--- src/rtl/cnn_buf_pkg.sv ---
// Shared constants and types for the CNN feature-map buffers.
// FMAP_DW / FMAP_DEPTH / FMAP_AW : default word width, words per bank, address width.
// drn_state_t                    : drain FSM state encoding.
package cnn_buf_pkg;
    localparam int unsigned FMAP_DW    = 9;
    localparam int unsigned FMAP_DEPTH = 14;
    localparam int unsigned FMAP_AW    = 4;

    typedef enum logic {
        DRN_IDLE = 1'b0,
        DRN_RUN  = 1'b1
    } drn_state_t;
endpackage

--- src/rtl/fmap_bank.sv ---
// Single feature-map bank: register array with one write port, one-cycle bulk clear,
// one registered read port and one combinational index port.
// i_clk, i_reset           : clock, synchronous active-high reset (clears array and read reg)
// i_wr_en/addr/data, i_clr : write port; i_clr zeroes every word and overrides i_wr_en
// i_rd_en/addr, o_rd_data  : registered read, holds when i_rd_en=0, 0 when out of range
// i_idx, o_idx_data        : combinational read, 0 when out of range
module fmap_bank
    import cnn_buf_pkg::*;
#(
    parameter int unsigned DW    = FMAP_DW,
    parameter int unsigned DEPTH = FMAP_DEPTH,
    parameter int unsigned AW    = FMAP_AW
) (
    input  logic                 i_clk,
    input  logic                 i_reset,
    input  logic                 i_wr_en,
    input  logic [AW-1:0]        i_wr_addr,
    input  logic signed [DW-1:0] i_wr_data,
    input  logic                 i_clr,
    input  logic                 i_rd_en,
    input  logic [AW-1:0]        i_rd_addr,
    output logic signed [DW-1:0] o_rd_data,
    input  logic [AW-1:0]        i_idx,
    output logic signed [DW-1:0] o_idx_data
);
    localparam logic [AW:0] LIM = (AW + 1)'(DEPTH);

    logic signed [DW-1:0] r_mem [DEPTH];
    logic signed [DW-1:0] r_rd_data;
    logic                 w_wr_ok;
    logic                 w_rd_ok;
    logic                 w_idx_ok;

    assign w_wr_ok  = ({1'b0, i_wr_addr} < LIM);
    assign w_rd_ok  = ({1'b0, i_rd_addr} < LIM);
    assign w_idx_ok = ({1'b0, i_idx} < LIM);

    // Read samples the array before this edge's write lands: read-before-write.
    always_ff @(posedge i_clk) begin
        if (i_reset) begin
            for (int i = 0; i < int'(DEPTH); i++) r_mem[i] <= '0;
            r_rd_data <= '0;
        end else begin
            if (i_rd_en) r_rd_data <= w_rd_ok ? r_mem[i_rd_addr] : '0;
            if (i_clr) begin
                for (int i = 0; i < int'(DEPTH); i++) r_mem[i] <= '0;
            end else if (i_wr_en && w_wr_ok) begin
                r_mem[i_wr_addr] <= i_wr_data;
            end
        end
    end

    assign o_rd_data  = r_rd_data;
    assign o_idx_data = w_idx_ok ? r_mem[i_idx] : '0;
endmodule

--- src/rtl/fmap_pingpong_buf.sv ---
// Double-banked signed feature-map buffer. The compute side writes/reads the write bank
// (index o_wbank); the readout side streams the other bank with a ready/valid drain.
// i_clk, i_reset                    : clock, synchronous active-high reset
// i_wr_en/addr/data, i_wr_clr       : write port and bulk clear of the write bank
// o_wr_err                          : one-cycle pulse after an out-of-range write
// i_rd_en/addr, o_rd_data/o_rd_valid: latency-1 read of the write bank
// i_swap, o_swap_pend, o_wbank      : bank exchange, deferred while a drain runs
// i_drain_start, o_drain_busy       : start / running indication of the drain stream
// o_drain_valid/data/last, i_drain_ready : stream handshake, last on index DEPTH-1
module fmap_pingpong_buf
    import cnn_buf_pkg::*;
#(
    parameter int unsigned DW    = FMAP_DW,
    parameter int unsigned DEPTH = FMAP_DEPTH,
    parameter int unsigned AW    = FMAP_AW
) (
    input  logic                 i_clk,
    input  logic                 i_reset,
    input  logic                 i_wr_en,
    input  logic [AW-1:0]        i_wr_addr,
    input  logic signed [DW-1:0] i_wr_data,
    input  logic                 i_wr_clr,
    output logic                 o_wr_err,
    input  logic                 i_rd_en,
    input  logic [AW-1:0]        i_rd_addr,
    output logic signed [DW-1:0] o_rd_data,
    output logic                 o_rd_valid,
    input  logic                 i_swap,
    output logic                 o_swap_pend,
    output logic                 o_wbank,
    input  logic                 i_drain_start,
    output logic                 o_drain_busy,
    output logic                 o_drain_valid,
    input  logic                 i_drain_ready,
    output logic signed [DW-1:0] o_drain_data,
    output logic                 o_drain_last
);
    localparam logic [AW:0]   LIM      = (AW + 1)'(DEPTH);
    localparam logic [AW-1:0] LAST_IDX = AW'(DEPTH - 1);

    drn_state_t           r_state;
    logic [AW-1:0]        r_idx;
    logic                 r_wbank;
    logic                 r_pend;
    logic                 r_rd_sel;
    logic                 r_rd_valid;
    logic                 r_wr_err;
    logic signed [DW-1:0] w_rd_data  [2];
    logic signed [DW-1:0] w_idx_data [2];
    logic                 w_fire;
    logic                 w_last_fire;

    for (genvar g = 0; g < 2; g++) begin : g_bank
        logic w_sel;
        assign w_sel = (r_wbank == 1'(g));

        fmap_bank #(
            .DW    (DW),
            .DEPTH (DEPTH),
            .AW    (AW)
        ) u_bank (
            .i_clk      (i_clk),
            .i_reset    (i_reset),
            .i_wr_en    (i_wr_en && w_sel),
            .i_wr_addr  (i_wr_addr),
            .i_wr_data  (i_wr_data),
            .i_clr      (i_wr_clr && w_sel),
            .i_rd_en    (i_rd_en && w_sel),
            .i_rd_addr  (i_rd_addr),
            .o_rd_data  (w_rd_data[g]),
            .i_idx      (r_idx),
            .o_idx_data (w_idx_data[g])
        );
    end

    assign w_fire      = (r_state == DRN_RUN) && i_drain_ready;
    assign w_last_fire = w_fire && (r_idx == LAST_IDX);

    always_ff @(posedge i_clk) begin
        if (i_reset) begin
            r_state    <= DRN_IDLE;
            r_idx      <= '0;
            r_wbank    <= 1'b0;
            r_pend     <= 1'b0;
            r_rd_sel   <= 1'b0;
            r_rd_valid <= 1'b0;
            r_wr_err   <= 1'b0;
        end else begin
            r_rd_valid <= i_rd_en;
            if (i_rd_en) r_rd_sel <= r_wbank;
            r_wr_err <= i_wr_en && !i_wr_clr && !({1'b0, i_wr_addr} < LIM);

            // A swap colliding with an active or just-starting drain waits for the last beat.
            if (w_last_fire && (r_pend || i_swap)) begin
                r_wbank <= ~r_wbank;
                r_pend  <= 1'b0;
            end else if (i_swap) begin
                if (r_state == DRN_RUN || i_drain_start) r_pend <= 1'b1;
                else                                     r_wbank <= ~r_wbank;
            end

            case (r_state)
                DRN_IDLE: begin
                    if (i_drain_start) begin
                        r_state <= DRN_RUN;
                        r_idx   <= '0;
                    end
                end
                DRN_RUN: begin
                    if (w_last_fire) begin
                        r_state <= DRN_IDLE;
                        r_idx   <= '0;
                    end else if (w_fire) begin
                        r_idx <= r_idx + 1'b1;
                    end
                end
                default: r_state <= DRN_IDLE;
            endcase
        end
    end

    // Outputs decode directly from registers, so they are stable during a stall.
    assign o_rd_data     = w_rd_data[r_rd_sel];
    assign o_rd_valid    = r_rd_valid;
    assign o_wr_err      = r_wr_err;
    assign o_swap_pend   = r_pend;
    assign o_wbank       = r_wbank;
    assign o_drain_busy  = (r_state == DRN_RUN);
    assign o_drain_valid = (r_state == DRN_RUN);
    assign o_drain_last  = (r_state == DRN_RUN) && (r_idx == LAST_IDX);
    assign o_drain_data  = (r_state == DRN_RUN) ? w_idx_data[~r_wbank] : '0;
endmodule
--- config.mk ---
export PLATFORM = sky130hd
export DESIGN_NAME = fmap_pingpong_buf
export DESIGN_NICKNAME = d
export VERILOG_FILES = /design/src/rtl/cnn_buf_pkg.sv /design/src/rtl/fmap_bank.sv /design/src/rtl/fmap_pingpong_buf.sv
export SDC_FILE = /design/constraint.sdc
export NUM_CORES = 1
export LEC_CHECK = 0
export ABC_AREA = 1
export CORE_ASPECT_RATIO = 1.75
export CORE_MARGIN = 1.5
export CORE_UTILIZATION = 62
export CTS_CLUSTER_SIZE = 16
export DETAILED_ROUTE_END_ITERATION = 8
export PLACE_DENSITY_LB_ADDON = 0.12
export SYNTH_ARGS = -nofsm -noshare
export SYNTH_HDL_FRONTEND = slang
export SYNTH_SLANG_ARGS = --single-unit
--- constraint.sdc ---
create_clock -name i_clk -period 1.9 [get_ports i_clk]
set_input_delay 0.285 -clock i_clk [delete_from_list [all_inputs] [get_ports i_clk]]
set_output_delay 0.285 -clock i_clk [all_outputs]
set_load 0.01 [all_outputs]
# Word level (Yosys, flattened, before mapping)
# Memories as Yosys holds them, arrays and structs flattened. A register that Yosys moved wholly into a read port is not among the register bits.
# Index checks and enable logic that the tools add are counted.
# op_classes
n_reduce_logical	25
eq_ne	4
muxes	75
addsub	1
n_lt_le_gt_ge	5
bitwise	32
# op_table
op	count
2-to-1 mux 9 bit	41
2-to-1 mux 4 bit	9
bitwise OR 1 bit	28
2-to-1 mux 1 bit	23
OR reduction 9 bit	2
logical AND 1 bit	14
< comparator 4 bit (second input constant)	3
case mux 4 bit (2 select lines)	1
AND reduction 2 bit	3
adder 4 x 1 -> 4 bit (second input constant)	1
equality test 4 bit (second input constant)	1
>= comparator 2 bit (second input constant)	2
!= test 2 bit (second input constant)	2
NOT 1 -> 2 bit	2
!= test 3 x 1 -> 1 bit (second input constant)	1
logical NOT 1 bit	2
logical OR 1 bit	2
NOT 1 bit	2
case mux 1 bit (2 select lines)	1
nonzero test 2 bit	1
OR reduction 2 bit	1
# word_totals
ram_bits	252
output_inout_bits	25
input_bits	25
mem_count	2
register_bits	28
wordCells	153
# mem_list
name	depth	width	read_ports	rd_clocked_by_memory_dff	write_ports	line_no	source
g_bank[0].u_bank.r_mem	14	9	2	1	14	fmap_bank.sv:28	logic signed [DW-1:0] r_mem [DEPTH];
g_bank[1].u_bank.r_mem	14	9	2	1	14	fmap_bank.sv:28	

# Depth between registers and ports, before layout
# depth
ltp_word	9
ltp_mapped	12
ltp_nobuf	11

# Modules after synthesis
# Synthesis repeated with hierarchy kept, for this count alone.
# hier_totals
hier_cells	1975
area_unflattened_um2	15655.0
# modules_own_cells
mod	seq_area_each_um2	instances	area_per_inst_um2	cells_each
fmap_bank (g_bank[0].u_bank)	3963.8	1	7443.4	935
fmap_bank (g_bank[1].u_bank)	3963.8	1	7432.1	921
fmap_pingpong_buf	200.2	1	779.5	119

# Worst setup path before layout
# OpenSTA, ideal clock, no wires.
# synth_timing
path_kind	input to register
startpoint	input i_reset
endpoint	memory g_bank[0].u_bank.r_mem[2][0] (netlist bit) (enable)
path_slack_ns	0.177
path_buffers	2
setup_ns	0.334
required_ns	1.566
arrival_time_ns	1.388
cell_stages	7
path_cell_list	buf_2 -> nor2_4 -> nand3_2 -> nor2_4 -> buf_6 -> nand2_4 -> nand2_1
# synth_rtl
item	line_no	source
start: declaration	fmap_pingpong_buf.sv:18	input logic i_reset,
end: declaration	fmap_bank.sv:28	

==> reports/qor.yml <==
detailed_routing:
  vias: 17041
  drtIter0Drc: 2521
  drt_pass1_iterations: 9
  ant_nets: 0
  drc: 0
  wl_um: 66950
  viasPerCell: 6.475
  wl_per_cell_um: 25.44
sta:
  finalCritPeriodShare: 1.354
  final-hold-violation-count: 0
  rsz0062_at_grt: "true"
  setup_viol: 9
  holdWs_ns: 0.3070
  slew_headroom: 0.6229
  tightest_slew_ns: 0.5598
  fin_skew_ns: 0.01655
  maxSlewViolCount: 0
  layout_setup_ws_ns: -0.6735
  min_period_ns: 2.574
  fmax_mhz: 388.6
floorplanning:
  chipHeight_um: 221.4
  start_util: 0.6331
  die_w_um: 127.8
  coreArea_um2: 26690
  io_pins: 50
  die_area_um2: 28290
  num_rows: 79
clock_tree:
  clkTransAtPathRegs_ns: 0.07
  clk_latency_ns: 0.58
  cts_max_level: 1
  numCtsBuffers: 28
  cts_tree: "yes"
  cts_max_path_buffers: 3
  cts_sinks: 320
  clock-root-buffer: "clkbuf_16"
  cts_hold_buffers: 0
final_layout:
  fin_nets: 2314
  final_layout_size_suffix_gt1_frac: 0.2041
  antennaDiodeCount: 0
  nFillCells: 1640
  layout_common_cells: "nand2_1, nor2_1, edfxtp_1"
  final_common_cell: "nand2_1"
  area_delta_synth_final_pct: 28.78
critical_path:
  crit_required_ns: 1.62
  start_kind: "flip-flop"
  arrival_ns: 2.29
  worstPathMaxFanout: 8
  cpPeakStageDelay_ns: 0.44
  cp-end-kind: "primary output"
  critPathBufInv: 4
  worstSetupPathType: "reg2out"
  crit_chain: "buf_12 > buf_16 > buf_8 > nand2_2 > nand3_2 > nand3_4 > nand2_2 > nand2_2 > nand3_4 > nand2_2 > nor2_2 > buf_2"
  crit_slowest_cell: "dfxtp_4"
  path_delay_family: "simple AND/OR/NAND/NOR gates"
  cp_common_cell: "nand2_2"
min_path:
  hp-class: "in2reg"
placed_design:
  io_buffers: 49
  dp_slack_ns: -0.4531
  place_hpwl_um: 42440
  gp_congestion: 1.024
status:
  status: "finished with violations"
  violations: "setup timing"
yosys:
  synthCells: 2081
  yosysTopAreaCell: "edfxtp_1"
  synth_seq_cells: 320
  syn_area_per_cell_um2: 8.119
  ys_types: 28
  synth_top_area_frac: 0.5118
  ys_warn_count: 0
  netlist_top_cells_area: "edfxtp_1, nand2_1, nor2_1"
  synth_area_um2: 16900
  ys_seq_area_frac: 0.5498
global_route:
  grt_pass1_vias: 16274
  grt_usage: 0.4677
  antenna_found_initial: 1
  grt_pass1_wl_um: 95740
  gr-total-overflow: 0
  grt_max_degree: 62
pwr:
  power.density_nw_per_um2: 781.3
  peakVddDrop_v: 0.001268
  p_leak_nw: 9.539
run:
  maxCapViolCount: 0
## cell type report
class	count	area (um^2)	area share
Clock buffer	32	737.0	0.03387
Clock inverter	19	196.4	0.009028
Inverter	68	266.5	0.01225
Multi-Input combinational cell	1595	7490	0.3442
Sequential cell	320	9296	0.4273
Tap cell	324	405.4	0.01863
Timing Repair Buffer	274	3367	0.1547
## Yosys cell counts
master,number
nor2_4,4
o21a_1,7
conb_1,1
nand3_2,1
or2_2,2
clkbuf_1,40
edfxtp_1,288
dfxtp_1,32
nand2_1,675
a211oi_1,1
inv_2,13
clkinv_1,4
buf_2,63
o211ai_1,11
o21bai_1,3
nand2_4,20
o21ai_1,6
buf_1,13
o22ai_1,2
ha_1,2
inv_1,51
a21oi_1,33
nand3b_1,2
nand3_1,287
buf_4,15
buf_6,2
o21ai_0,108
nor2_1,395
## stage by stage
| stage | instances | instance area [um^2] | TNS, ns | utilization | power [mW] |
|---|---|---|---|---|---|
| after floorplan | 2116 | 17030 | 0 | - | 9.493 |
| after global placement | 2543 | 19480 | -105.73 | 0.7299 | 10.61 |
| after detailed placement | 2543 | 19480 | -111.08 | 0.7299 | 10.66 |
| after CTS | 2627 | 21170 | -5.475 | 0.7931 | 16.64 |
| after global routing | 2632 | 21760 | -6.408 | 0.8153 | 17.32 |
| final | 2632 | 21760 | -5.923 | 0.8153 | 17.00 |
## worst register-to-register path, stage by stage, from the launching register on
cell and delay [ns]:
dfxtp_2 0.38, clkinvlp_4 0.13, buf_12 0.16, buf_4 0.16
nor2_4 0.15, buf_4 0.19, nand2_4 0.06, nand2_1 0.13
buf_12 0.15
## final timing paths
path	start	endpoint	slack, ns	cells past startpoint
worst min-delay path	i_wr_en	o_wr_err$_SDFF_PP0_	0.31	3
worst max register to register	o_wbank$_SDFFE_PP0P_	g_bank[1].u_bank.r_mem[0][0]$_SDFFCE_PN0P_	0.09	8
worst min register to register	g_bank[0].u_bank.o_rd_data[7]$_SDFFE_PP0P_	g_bank[0].u_bank.o_rd_data[7]$_SDFFE_PP0P_	0.46	2
worst max-delay path	flip-flop	o_drain_data[0]	-0.67	12
## metal layers
layer | routed length [um] | GRT usage
met1 | 19590 | 0.4915
met2 | 31020 | 0.7548
met3 | 8070 | 0.1202
met4 | 8273 | 0.4317
met5 | 0 | 0
## power by group
part / switching, mW / internal [mW] / total (mW) / leakage (nW)
logic: 1.72 / 1.04 / 2.76 / 5.78
registers: 0.246 / 8.05 / 8.30 / 3.32
clock network: 2.62 / 3.32 / 5.94 / 0.445
total: 4.59 / 12.4 / 17.0 / 9.54
## sequential cells by signal (all words and copies together), names as in the netlist, named ones only
register                 cells
g_bank.u_bank.r_mem        288
o_wbank                      1
r_rd_sel                     1
o_swap_pend                  1
o_rd_valid                   1
g_bank.u_bank.o_rd_data     18
o_wr_err                     1
r_idx                        4
o_drain_busy                 1
## cell families after synthesis
logic type / share of synthesized area
and+or+nand+nor: 0.3409
DFF: 0.5498
buffers and inverters: 0.05354
AOI/OAI and AO/OA: 0.05406
adders and majority gates: 0.001481
other: 0.0002219
## timing repair
item                       4_1_cts  5_1_grt
gates cloned                    11        4
resized for setup              136      135
setup buffers                   22        2
pin swaps                       49       66
setup endpoints to repair       29      111
Note: power is estimated with default switching activity, not from simulation.
